`src/rtl/uart_pkg.sv`:
```
// Shared UART constants: frame-state encoding and frame geometry, used by
// both the receiver and the transmitter so the two always agree.
package uart_pkg;

    typedef enum logic [1:0] {
        IDLE  = 2'd0,
        START = 2'd1,
        DATA  = 2'd2,
        STOP  = 2'd3
    } uart_state_e;

    localparam int unsigned DATA_BITS = 8;
    localparam int unsigned IDX_W     = $clog2(DATA_BITS);

endpackage

```
`src/rtl/fifo_sync.sv`:
```
// Synchronous FIFO with registered full/empty flags.
// Ports: clk, rst (sync, active-high), wr/din (push), rd (pop),
//        dout (head entry, valid while !empty), full, empty.
// Pushes while full and pops while empty are ignored; a push and a pop on
// the same edge leave the occupancy unchanged.
module fifo_sync #(
    parameter int unsigned width = 8,
    parameter int unsigned depth = 4
) (
    input  logic             clk,
    input  logic             rst,
    input  logic             wr,
    input  logic [width-1:0] din,
    input  logic             rd,
    output logic [width-1:0] dout,
    output logic             full,
    output logic             empty
);

    localparam int unsigned AW = $clog2(depth);
    localparam int unsigned CW = AW + 1;

    logic [width-1:0] mem_q [depth];
    logic [width-1:0] mem_d [depth];
    logic [AW-1:0]    wr_ptr_q, wr_ptr_d;
    logic [AW-1:0]    rd_ptr_q, rd_ptr_d;
    logic [CW-1:0]    count_q, count_d;
    logic             full_q, full_d;
    logic             empty_q, empty_d;
    logic             wr_ok, rd_ok;

    // Next-state: pointers wrap naturally because depth is a power of two.
    always_comb begin
        wr_ok    = wr & ~full_q;
        rd_ok    = rd & ~empty_q;
        mem_d    = mem_q;
        wr_ptr_d = wr_ptr_q;
        rd_ptr_d = rd_ptr_q;
        if (wr_ok) begin
            mem_d[wr_ptr_q] = din;
            wr_ptr_d        = wr_ptr_q + AW'(1);
        end
        if (rd_ok) begin
            rd_ptr_d = rd_ptr_q + AW'(1);
        end
        count_d = count_q + CW'(wr_ok) - CW'(rd_ok);
        full_d  = (count_d == CW'(depth));
        empty_d = (count_d == '0);
    end

    // Control state register.
    always_ff @(posedge clk) begin
        if (rst) begin
            wr_ptr_q <= '0;
            rd_ptr_q <= '0;
            count_q  <= '0;
            full_q   <= 1'b0;
            empty_q  <= 1'b1;
        end else begin
            wr_ptr_q <= wr_ptr_d;
            rd_ptr_q <= rd_ptr_d;
            count_q  <= count_d;
            full_q   <= full_d;
            empty_q  <= empty_d;
        end
    end

    // Storage needs no reset; stale entries are unreachable once pointers clear.
    always_ff @(posedge clk) begin
        mem_q <= mem_d;
    end

    assign dout  = mem_q[rd_ptr_q];
    assign full  = full_q;
    assign empty = empty_q;

endmodule

```
`src/rtl/uart_tx.sv`:
```
// UART transmitter, 8n1, with a transmit FIFO.
// Ports: clk (o x baud), rst (sync, active-high), in/clk_in (byte + write
//        strobe), out (serial line, idle high), full/empty (FIFO flags),
//        busy (frame in progress). All outputs are registered.
module uart_tx
    import uart_pkg::*;
#(
    parameter int unsigned o     = 4,
    parameter int unsigned depth = 4
) (
    input  logic       clk,
    input  logic       rst,
    input  logic [7:0] in,
    input  logic       clk_in,
    output logic       out,
    output logic       full,
    output logic       empty,
    output logic       busy
);

    localparam int unsigned CW = $clog2(o);

    uart_state_e          state_q, state_d;
    logic [CW-1:0]        cnt_q, cnt_d;
    logic [IDX_W-1:0]     bit_q, bit_d;
    logic [DATA_BITS-1:0] shift_q, shift_d;
    logic                 out_q, out_d;
    logic                 busy_q, busy_d;
    logic                 pop_c;
    logic [DATA_BITS-1:0] fifo_dout;
    logic                 last_tick;

    fifo_sync #(
        .width (DATA_BITS),
        .depth (depth)
    ) u_fifo (
        .clk   (clk),
        .rst   (rst),
        .wr    (clk_in),
        .din   (in),
        .rd    (pop_c),
        .dout  (fifo_dout),
        .full  (full),
        .empty (empty)
    );

    // Next-state and line level. The shift register always presents the
    // current data bit in bit 0, so the next bit is shift_q[1].
    always_comb begin
        state_d   = state_q;
        cnt_d     = cnt_q;
        bit_d     = bit_q;
        shift_d   = shift_q;
        out_d     = out_q;
        pop_c     = 1'b0;
        last_tick = (cnt_q == CW'(o - 1));

        unique case (state_q)
            IDLE: begin
                out_d = 1'b1;
                if (!empty) begin
                    pop_c   = 1'b1;
                    shift_d = fifo_dout;
                    cnt_d   = '0;
                    state_d = START;
                    out_d   = 1'b0;
                end
            end
            START: begin
                cnt_d = cnt_q + CW'(1);
                if (last_tick) begin
                    cnt_d   = '0;
                    bit_d   = '0;
                    state_d = DATA;
                    out_d   = shift_q[0];
                end
            end
            DATA: begin
                cnt_d = cnt_q + CW'(1);
                if (last_tick) begin
                    cnt_d = '0;
                    if (bit_q == IDX_W'(DATA_BITS - 1)) begin
                        state_d = STOP;
                        out_d   = 1'b1;
                    end else begin
                        bit_d   = bit_q + IDX_W'(1);
                        shift_d = {1'b0, shift_q[DATA_BITS-1:1]};
                        out_d   = shift_q[1];
                    end
                end
            end
            STOP: begin
                cnt_d = cnt_q + CW'(1);
                if (last_tick) begin
                    cnt_d = '0;
                    // Back-to-back frames: reload straight into START.
                    if (!empty) begin
                        pop_c   = 1'b1;
                        shift_d = fifo_dout;
                        state_d = START;
                        out_d   = 1'b0;
                    end else begin
                        state_d = IDLE;
                        out_d   = 1'b1;
                    end
                end
            end
            default: begin
                state_d = IDLE;
                out_d   = 1'b1;
            end
        endcase

        busy_d = (state_d != IDLE);
    end

    // Serialiser state register.
    always_ff @(posedge clk) begin
        if (rst) begin
            state_q <= IDLE;
            cnt_q   <= '0;
            bit_q   <= '0;
            shift_q <= '0;
            out_q   <= 1'b1;
            busy_q  <= 1'b0;
        end else begin
            state_q <= state_d;
            cnt_q   <= cnt_d;
            bit_q   <= bit_d;
            shift_q <= shift_d;
            out_q   <= out_d;
            busy_q  <= busy_d;
        end
    end

    assign out  = out_q;
    assign busy = busy_q;

endmodule

```
`config.mk`:
```
export PLATFORM = sky130hd
export DESIGN_NAME = uart_tx
export DESIGN_NICKNAME = d
export VERILOG_FILES = /design/src/rtl/uart_pkg.sv /design/src/rtl/fifo_sync.sv /design/src/rtl/uart_tx.sv
export SDC_FILE = /design/constraint.sdc
export NUM_CORES = 1
export LEC_CHECK = 0
export ABC_AREA = 1
export BUFFER_PORTS_ARGS = -buffer_cell sky130_fd_sc_hd__buf_2
export CELL_PAD_IN_SITES_DETAIL_PLACEMENT = 1
export CELL_PAD_IN_SITES_GLOBAL_PLACEMENT = 2
export CORE_UTILIZATION = 43
export CTS_BUF_LIST = sky130_fd_sc_hd__clkbuf_4 sky130_fd_sc_hd__clkbuf_8
export CTS_CLUSTER_DIAMETER = 150
export CTS_CLUSTER_SIZE = 40
export DETAILED_ROUTE_END_ITERATION = 8
export PLACE_DENSITY = 0.85
export SLEW_MARGIN = 10
export SYNTH_ARGS = -nofsm -noshare
export SYNTH_HDL_FRONTEND = slang
export SYNTH_SLANG_ARGS = --single-unit
```
`constraint.sdc`:
```
create_clock -name clk -period 3.7 [get_ports clk]
set_input_delay 0.185 -clock clk [delete_from_list [all_inputs] [get_ports clk]]
set_output_delay 0.185 -clock clk [all_outputs]
set_load 0.01 [all_outputs]
```
Word-level counts from Yosys, hierarchy flattened
Cells that the tools add are included.
- output and inout port bits: 4
- memories: 0
- bits in latches: 0
- memory bits (writable): 0
- logic and storage cells: 85
- ROM bits: 0
- bits in registers: 58
- input bits: 11
- reductions and logical operators: 10
- order comparisons: 3
- shifts and indexed selects: 0
- equality and inequality tests: 11
- bitwise logic cells: 6
- multiplexer cells: 34
- divide/modulo/power cells: 0
- add/subtract/negate cells: 6
- multipliers: 0
- operators with widths (kind ; number):
    2-to-1 mux 8 bit ; 7
    bitwise mux 32 bit ; 1
    case mux 8 bit (3 select lines) ; 1
    binary-select mux 8 bit (select 2 bit) ; 1
    demux 8 bit (select 2 bit) ; 1
    2-to-1 mux 2 bit ; 7
    inequality test 2 bit, second input constant ; 5
    2-to-1 mux 3 bit ; 3
    2-to-1 mux 1 bit ; 8
    case mux 2 bit (4 select lines) ; 1
    AND reduction 4 bit ; 2
    adder 2 x 1 -> 2 bit, second input constant ; 3
    equality test 2 bit, second input constant ; 3
    equality test 3 bit, second input constant ; 2
    greater-or-equal comparator 3 bit, second input constant ; 2
    inverter 2 -> 3 bit ; 2
    case mux 3 bit (2 select lines) ; 1
    case mux 1 bit (4 select lines) ; 1
    case mux 2 bit (2 select lines) ; 1
    nonzero test 2 bit ; 2
    adder 3 x 1 -> 3 bit ; 1
    adder 3 x 1 -> 3 bit, second input constant ; 1
    logical NOT 3 bit ; 1
    < comparator 3 x 1 -> 1 bit, second input constant ; 1
    10 further kinds ; 12

Logic depth before layout (Yosys ltp)
Gate-level depths: netlist (run 1).
- word-level depth: 7
- mapped depth: 13
- depth with buffers taken out: 13

Hierarchy
A second synthesis (run 1) with hierarchy kept.
- cells, all modules: 316
- area total of the unflattened synthesis: 2859.0 um^2
- modules (own cells, without submodules) (module ; cells an instance ; seq. area each (um^2) ; times used ; area each (um^2)):
    fifo_sync ; 140 ; 1141.1 ; 1 ; 1734.2
    uart_tx ; 176 ; 340.3 ; 1 ; 1124.8

Least setup slack after synthesis (run 1)
Ideal clock, no wire load.
- kind: flip-flop to flip-flop
- start point: register state_q[1]
- end point: register u_fifo.full_q (netlist: u_fifo.full)
- buffers on the path: 0
- required time: 3.636 ns
- data arrival time: 2.346 ns
- library setup time: 0.064 ns
- stages on the path, launching flop included: 14
- period minus slack after synthesis: 2.410 ns
- path slack: 1.290 ns
- path through: dfxtp_1 > inv_1 > ha_1 > inv_1 > nand3_1 > inv_2 > ha_1 > inv_1 > ha_1 > fa_1 > xor2_1 > xor2_1 > nand2_1 > nor2_1
- longest elaborated chain between the ends: 5
- elaborated cells on any way between the ends: 6
- those cells by class: add/sub (1); eq/ne (2); mux (1); bitwise (1); reduce/logical (1)
- RTL lines (what ; RTL line ; source):
    start, declared ; uart_tx.sv:23 ; uart_state_e state_q, state_d;
    start signal, assigned ; uart_tx.sv:127 ; state_q <= state_d;
    equality test 2 bit or logical NOT 2 bit (tied branches) ; uart_tx.sv:58 ; unique case (state_q)
    case mux 1 bit (2 select lines) * ; uart_tx.sv:58 ;
    bitwise AND 1 bit * ; fifo_sync.sv:35 ; rd_ok = rd & ~empty_q;
    via u_fifo.rd_ok ; fifo_sync.sv:30 ; logic wr_ok, rd_ok;
    subtractor 3 x 1 -> 3 bit * ; fifo_sync.sv:46 ; count_d = count_q + CW'(wr_ok) - CW'(rd_ok);
    equality test 3 bit * ; fifo_sync.sv:47 ; full_d = (count_d == CW'(depth));
    end signal, assigned ; fifo_sync.sv:63 ; full_q <= full_d;
    end, declared ; fifo_sync.sv:28 ; logic full_q, full_d;
The timed path passes the listed nets; every way through them passes the cells marked *.
A chain may end at the register's enable or synchronous reset.

Worst setup path in the final report (run 1)
Ends and elaborated chain as after synthesis.

==> results of run 1 <==
[layout by cell type (no fill, tap or decap), drive strengths merged]
cell	n
nand2	55
inv	47
a21oi	33
edfxtp	32
dfxtp	26
nor2	25
o21ai	25
ha	14
buf	14
nand3	12
clkbuf	11
xor2	3
o21bai	2
clkinvlp	2
clkinv	2
nor3	1
a31oi	1
o211a	1
a22oi	1
fa	1
bufinv	1
[sequential cells by signal (all words and copies together) (netlist names)]
name and count:
out 1, u_fifo.full 1, u_fifo.mem_q 32, state_q 2, u_fifo.rd_ptr_q 2, u_fifo.empty 1, shift_q 8, bit_q 3
cnt_q 2, u_fifo.count_q 3, u_fifo.wr_ptr_q 2, busy 1
[report_power, final]
part	internal, mW	switching [mW]
Clock	0.334	0.246
Sequential	0.812	0.106
Combinational	0.237	0.411
Total	1.38	0.763
[worst max-delay path by stage]
stage / end / start / depth (start not counted) / slack, ns
2_1_floorplan: u_fifo.full / state_q[1] / 13 / 1.29
3_3_place_gp: u_fifo.full / state_q[1] / 13 / 1.14
3_5_place_dp: u_fifo.full / state_q[1] / 13 / 1.05
4_1_cts: u_fifo.full / state_q[1] / 13 / 1.04
5_1_grt: u_fifo.full / state_q[1] / 13 / 0.81
6_report: u_fifo.full / state_q[1] / 13 / 1.05
[final cells by class]
class,count,area [um^2],area share
Sequential cell,58,1480,0.491
Multi-Input combinational cell,174,990,0.328
Inverter,47,179,0.0594
Timing Repair Buffer,14,70.1,0.0232
Clock inverter,5,55.1,0.0183
Clock buffer,11,145,0.0482
Tap cell,75,93.8,0.0311
[metrics by stage]
stage | instances | setup WS [ns] | utilization
floorplan | 289 | 1.29 | -
global placement | 368 | 1.14 | 0.470
detailed placement | 368 | 1.05 | 0.470
CTS | 384 | 1.04 | 0.503
global route | 384 | 0.806 | 0.503
finish | 384 | 1.05 | 0.503
[metal layers]
| layer | GRT usage | vias to the layer above | share of wire |
|---|---|---|---|
| li1 | - | 972 | - |
| met1 | 0.215 | 902 | 0.45 |
| met2 | 0.333 | 26 | 0.51 |
| met3 | 0.0371 | 9 | 0.023 |
| met4 | 0.0911 | 0 | 0.019 |
| met5 | 0 | - | 0 |
[cell families after synthesis]
| kind of cell | after synthesis | synth area share |
|---|---|---|
| adder cells (fa/ha/maj) | 15 | 0.0720 |
| XOR/XNOR | 3 | 0.00969 |
| buffers and inverters | 57 | 0.0886 |
| flip-flops | 58 | 0.546 |
| AO/OA/AOI/OAI | 63 | 0.127 |
| AND/OR/NAND/NOR | 93 | 0.156 |
==> impl_metrics.json, run 1 <==
{
  "ff2ff_path_depth": 13,
  "detail-route-antenna-nets": 0,
  "grt_pass1_wl_mm": 9.00,
  "tns_ns": 0,
  "syn_nets": 315,
  "netlist_area_um2": 2710,
  "drv_slew": 0,
  "synth_area_per_cell_um2": 9.38,
  "synthCells": 289,
  "synth_cell_types": 30,
  "grt_usage": 0.188,
  "path_buf_inv": 4,
  "initial_core_util": 0.453,
  "cts_made_buffers": 9,
  "diodes": 0,
  "cts_hold_buf": 0,
  "drc_errors": 0,
  "power_density_nw_per_um2": 712,
  "cp_top_family": "adder cells",
  "htree_levels": 3,
  "maxCapViolCount": 0,
  "cp_data_required_time_ns": 3.97,
  "num_rows": 28,
  "post_cts_resized": 0,
  "hold_end": "u_fifo.mem_q[29]",
  "clk_transition_reported_paths_ns": 0.07,
  "total_power_mw": 2.15,
  "place_area_um2": 2810,
  "syn2layout_area_growth_pct": 11.2,
  "coreArea_um2": 5990,
  "final_area_um2": 3010,
  "worstPathCellList": "inv_1 -> ha_1 -> inv_1 -> nand3_1 -> inv_2 -> ha_1 -> inv_1 -> ha_1 -> fa_1 -> xor2_1 -> xor2_1 -> nand2_1 -> nor2_1",
  "drt_wl_total_mm": 5.36,
  "io_pins": 15,
  "clock_latency_ns": 0.33,
  "wl_per_cell_um": 13.9,
  "drive_gt1_frac": 0.159,
  "hold_slack_ns": 0.0593,
  "hold_start": "in[5]",
  "finalHoldViolCount": 0,
  "hpwl_mm": 3.57,
  "end_kind": "flop",
  "routed-via-count": 1909,
  "cpMaxStageDelayCell": "dfxtp_1",
  "die-height_um": 81.4,
  "gp_congestion": 0.704,
  "ys_ff_latch": 58,
  "hold_class": "input port to flop",
  "outcome": "completed",
  "cts_sinks": 58,
  "setup_viol": 0,
  "regToRegSetupSlack_ns": 1.05,
  "synth.top_cell.area_share": 0.354,
  "slew_headroom": 0.408,
  "fin_crit_sh": 0.715,
  "grt_max_degree": 26,
  "clk_path_buf_depth": 2,
  "post_cts_buffers": 0,
  "ys_warn_count": 0,
  "die_width_um": 81.4,
  "power_leakage_nw": 1.31,
  "final_nets": 330,
  "reg2reg_from": "state_q[1]",
  "fillers": 691,
  "overflow": 0,
  "drtIter0Drc": 53,
  "synth_edf_count": 32,
  "clockRootBuffer": "clkbuf_8",
  "async_flop_share": 0,
  "vdd_drop_max_mv": 0.342,
  "critPathArrivalTime_ns": 2.92,
  "synthTopCellsByArea": "edfxtp_1, dfxtp_1, nand2_1",
  "hold_depth": 1,
  "worst_slew_pin_slew_ns": 0.887,
  "viasPerCell": 4.97,
  "die_area_um2": 6630,
  "r2r-end": "u_fifo.full",
  "io_buffers": 14,
  "ys_seq_area_frac": 0.546,
  "synthTopCellsByCount": "nand2_1, inv_1, edfxtp_1",
  "grt_pass1_vias": 1938,
  "grt_antenna_before_repair": 0,
  "post-synth-top-count-cell": "nand2_1",
  "yosysTopAreaCell": "edfxtp_1",
  "tritoncts": "done",
  "crit_fanout": 6,
  "rsz0062_at_grt": "false",
  "fmax_ghz": 0.378,
  "path_class": "flop to flop",
  "drt_pass1_iterations": 4,
  "critical-path-max-stage-delay_ns": 0.43,
  "synthFlopType": "edfxtp_1",
  "startpoint_type": "flop",
  "clock_skew_ns": 0.00811,
  "period_needed_ns": 2.65
}
Note: power is estimated with default switching activity, not from simulation.
==> run 2: changes to the inputs <==
Settings changed: ABC_AREA 1 to 0, CORE_UTILIZATION 43 to 39, PLACE_DENSITY 0.85 to 0.77.
Clock period 3.7 ns to 2.2 ns, I/O delays scaled along.
==> impl_metrics.json, run 2 <==
{
  "htree_levels": 3,
  "initial_core_util": 0.413,
  "grt_max_degree": 25,
  "gp_congestion": 0.730,
  "outcome": "completed",
  "fin_crit_sh": 0.976,
  "period_needed_ns": 2.15,
  "ys_seq_area_frac": 0.556,
  "regToRegSetupSlack_ns": 0.05,
  "fin_cells": 343,
  "end_kind": "flop",
  "drtIter0Drc": 85,
  "wl_per_cell_um": 16.4,
  "hold_start": "rst",
  "grt_pass1_wl_mm": 9.29,
  "io_pins": 15,
  "yosysTopAreaCell": "edfxtp_1",
  "syn_nets": 249,
  "vdd_drop_max_mv": 0.550,
  "diodes": 0,
  "viasPerCell": 5.07,
  "clk_path_buf_depth": 2,
  "netlist_area_um2": 2670,
  "final_common_cell": "edfxtp_1",
  "die_area_um2": 7170,
  "place_inst": 317,
  "post-synth-top-count-cell": "edfxtp_1",
  "grt_usage": 0.176,
  "cts_made_buffers": 9,
  "synthCells": 223,
  "total_power_mw": 3.92,
  "final_nets": 287,
  "drv_slew": 0,
  "drt_pass1_iterations": 4,
  "drive_gt1_frac": 0.263,
  "async_flop_share": 0,
  "synth.top_cell.area_share": 0.360,
  "coreArea_um2": 6460,
  "startpoint_type": "flop",
  "drc_errors": 0,
  "maxCapViolCount": 0,
  "synth_area_per_cell_um2": 12.0,
  "power_leakage_nw": 1.20,
  "fmax_ghz": 0.466,
  "clock_skew_ns": 0.00851,
  "num_rows": 29,
  "worstSetupStartpoint": "state_q[1]",
  "clk_transition_reported_paths_ns": 0.07,
  "die_width_um": 84.7,
  "final_util": 0.508,
  "syn2layout_area_growth_pct": 23.1,
  "critPathArrivalTime_ns": 2.42,
  "power_density_nw_per_um2": 1190,
  "clock_latency_ns": 0.34,
  "cts_sinks": 58,
  "synth_cell_types": 35,
  "hold_slack_ns": 0.218,
  "ys_ff_latch": 58,
  "hold_class": "input port to flop",
  "clockRootBuffer": "clkbuf_8",
  "regMostFlops": "u_fifo.mem_q",
  "crit_fanout": 3,
  "overflow": 0,
  "reg.largest.list": "u_fifo.mem_q x32, shift_q x8",
  "synthTopCellsByCount": "edfxtp_1, nor2_1, dfxtp_1",
  "place_ws_ns": -0.0738,
  "reg2reg_from": "state_q[1]",
  "tritoncts": "done",
  "finalHoldViolCount": 0,
  "worst_slew_pin_slew_ns": 0.510,
  "synthFlopType": "edfxtp_1",
  "setup_slack_ns": 0.0523,
  "ys_warn_count": 0,
  "grt_antenna_before_repair": 0,
  "rsz0062_at_grt": "true",
  "synth_edf_count": 32,
  "drt_wl_total_mm": 5.63,
  "path_class": "flop to flop",
  "synthTopCellsByArea": "edfxtp_1, dfxtp_1, ha_1",
  "cp_data_required_time_ns": 2.47,
  "detail-route-antenna-nets": 0,
  "final_cell_mix": "edfxtp_1, nor2_1, dfxtp_1",
  "routed-via-count": 1739,
  "setup_viol": 0,
  "io_buffers": 14,
  "grt_pass1_vias": 1854,
  "die-height_um": 84.7,
  "slew_headroom": 0.655,
  "largest_register_ffs": 32,
  "hpwl_mm": 3.58
}
run 2: cell types whose count changed after synthesis, moves of 5 or more:
cell,previous run,this run
nand2_1,50,9
inv_1,41,12
a21oi_1,29,11
nor3_1,1,17
mux2i_1,0,14
o21ai_1,11,0
a2111oi_4,0,6
nand3_1,10,4
nor2_1,23,29
o21ai_0,14,8
inv_2,5,0
run 2: path summary, 6_finish.rpt:
path                             end  cells past startpoint
setup / recovery         u_fifo.full                     11
hold / removal    u_fifo.rd_ptr_q[1]                      2
setup reg to reg         u_fifo.full                     11
hold reg to reg             bit_q[2]                      2
run 2: cell families (layout without fill, tap and decap cells):
group,count (synthesis),in the layout,share of synthesized area
AO/OA/AOI/OAI,32,32,0.122
XOR/XNOR,5,5,0.0164
buffers and inverters,23,66,0.0408
multiplexers,15,15,0.0610
adder cells (fa/ha/maj),15,15,0.0732
flip-flops,58,58,0.556
AND/OR/NAND/NOR,75,75,0.131
run 2: per-stage QoR:
step                area (um^2)  setup TNS, ns
detailed placement         2900         -0.138
CTS                        3220              0
global route               3280        -0.0364
finish                     3280              0
floorplan                  2690              0
global placement           2900              0
run 2: final cells by class:
class	instances	area (um^2)
inverter	12	45.0
clock inverter	7	101
multi-input combinational	142	1160
sequential	58	1480
tap	77	96.3
fill	697	3180
clock buffer	9	124
timing repair buffer	38	270
run 2: repair_timing:
item | CTS | global route
hold buffers | 8 | 0
setup buffers | 1 | 1
pin swaps | 2 | 7
endpoints found under the hold margin | 32 | 0
resized for setup | 4 | 12
endpoints found under the setup margin | 3 | 4
run 2: metal layers:
metal / up-vias / wire length [um] / GRT usage
li1: 872 / - / -
met1: 832 / 2660 / 0.223
met2: 23 / 2730 / 0.279
met3: 12 / 115 / 0.0354
met4: 0 / 128 / 0.102
met5: - / 0 / 0
run 2: power breakdown:
group	switching, mW	internal [mW]	total (mW)
Clock	0.468	0.644	1.11
Combinational	0.702	0.621	1.32
Sequential	0.140	1.34	1.48
Total	1.31	2.61	3.92
run 2: critical path, cell delays in order (launching register included):
cell     delay [ns]
dfxtp_2        0.35
inv_2          0.05
ha_4           0.16
a21oi_4        0.13
nor3_4         0.06
ha_4           0.27
inv_2          0.04
ha_4           0.15
fa_2           0.37
xnor2_2        0.21
nand2_1        0.11
nor3_2         0.17
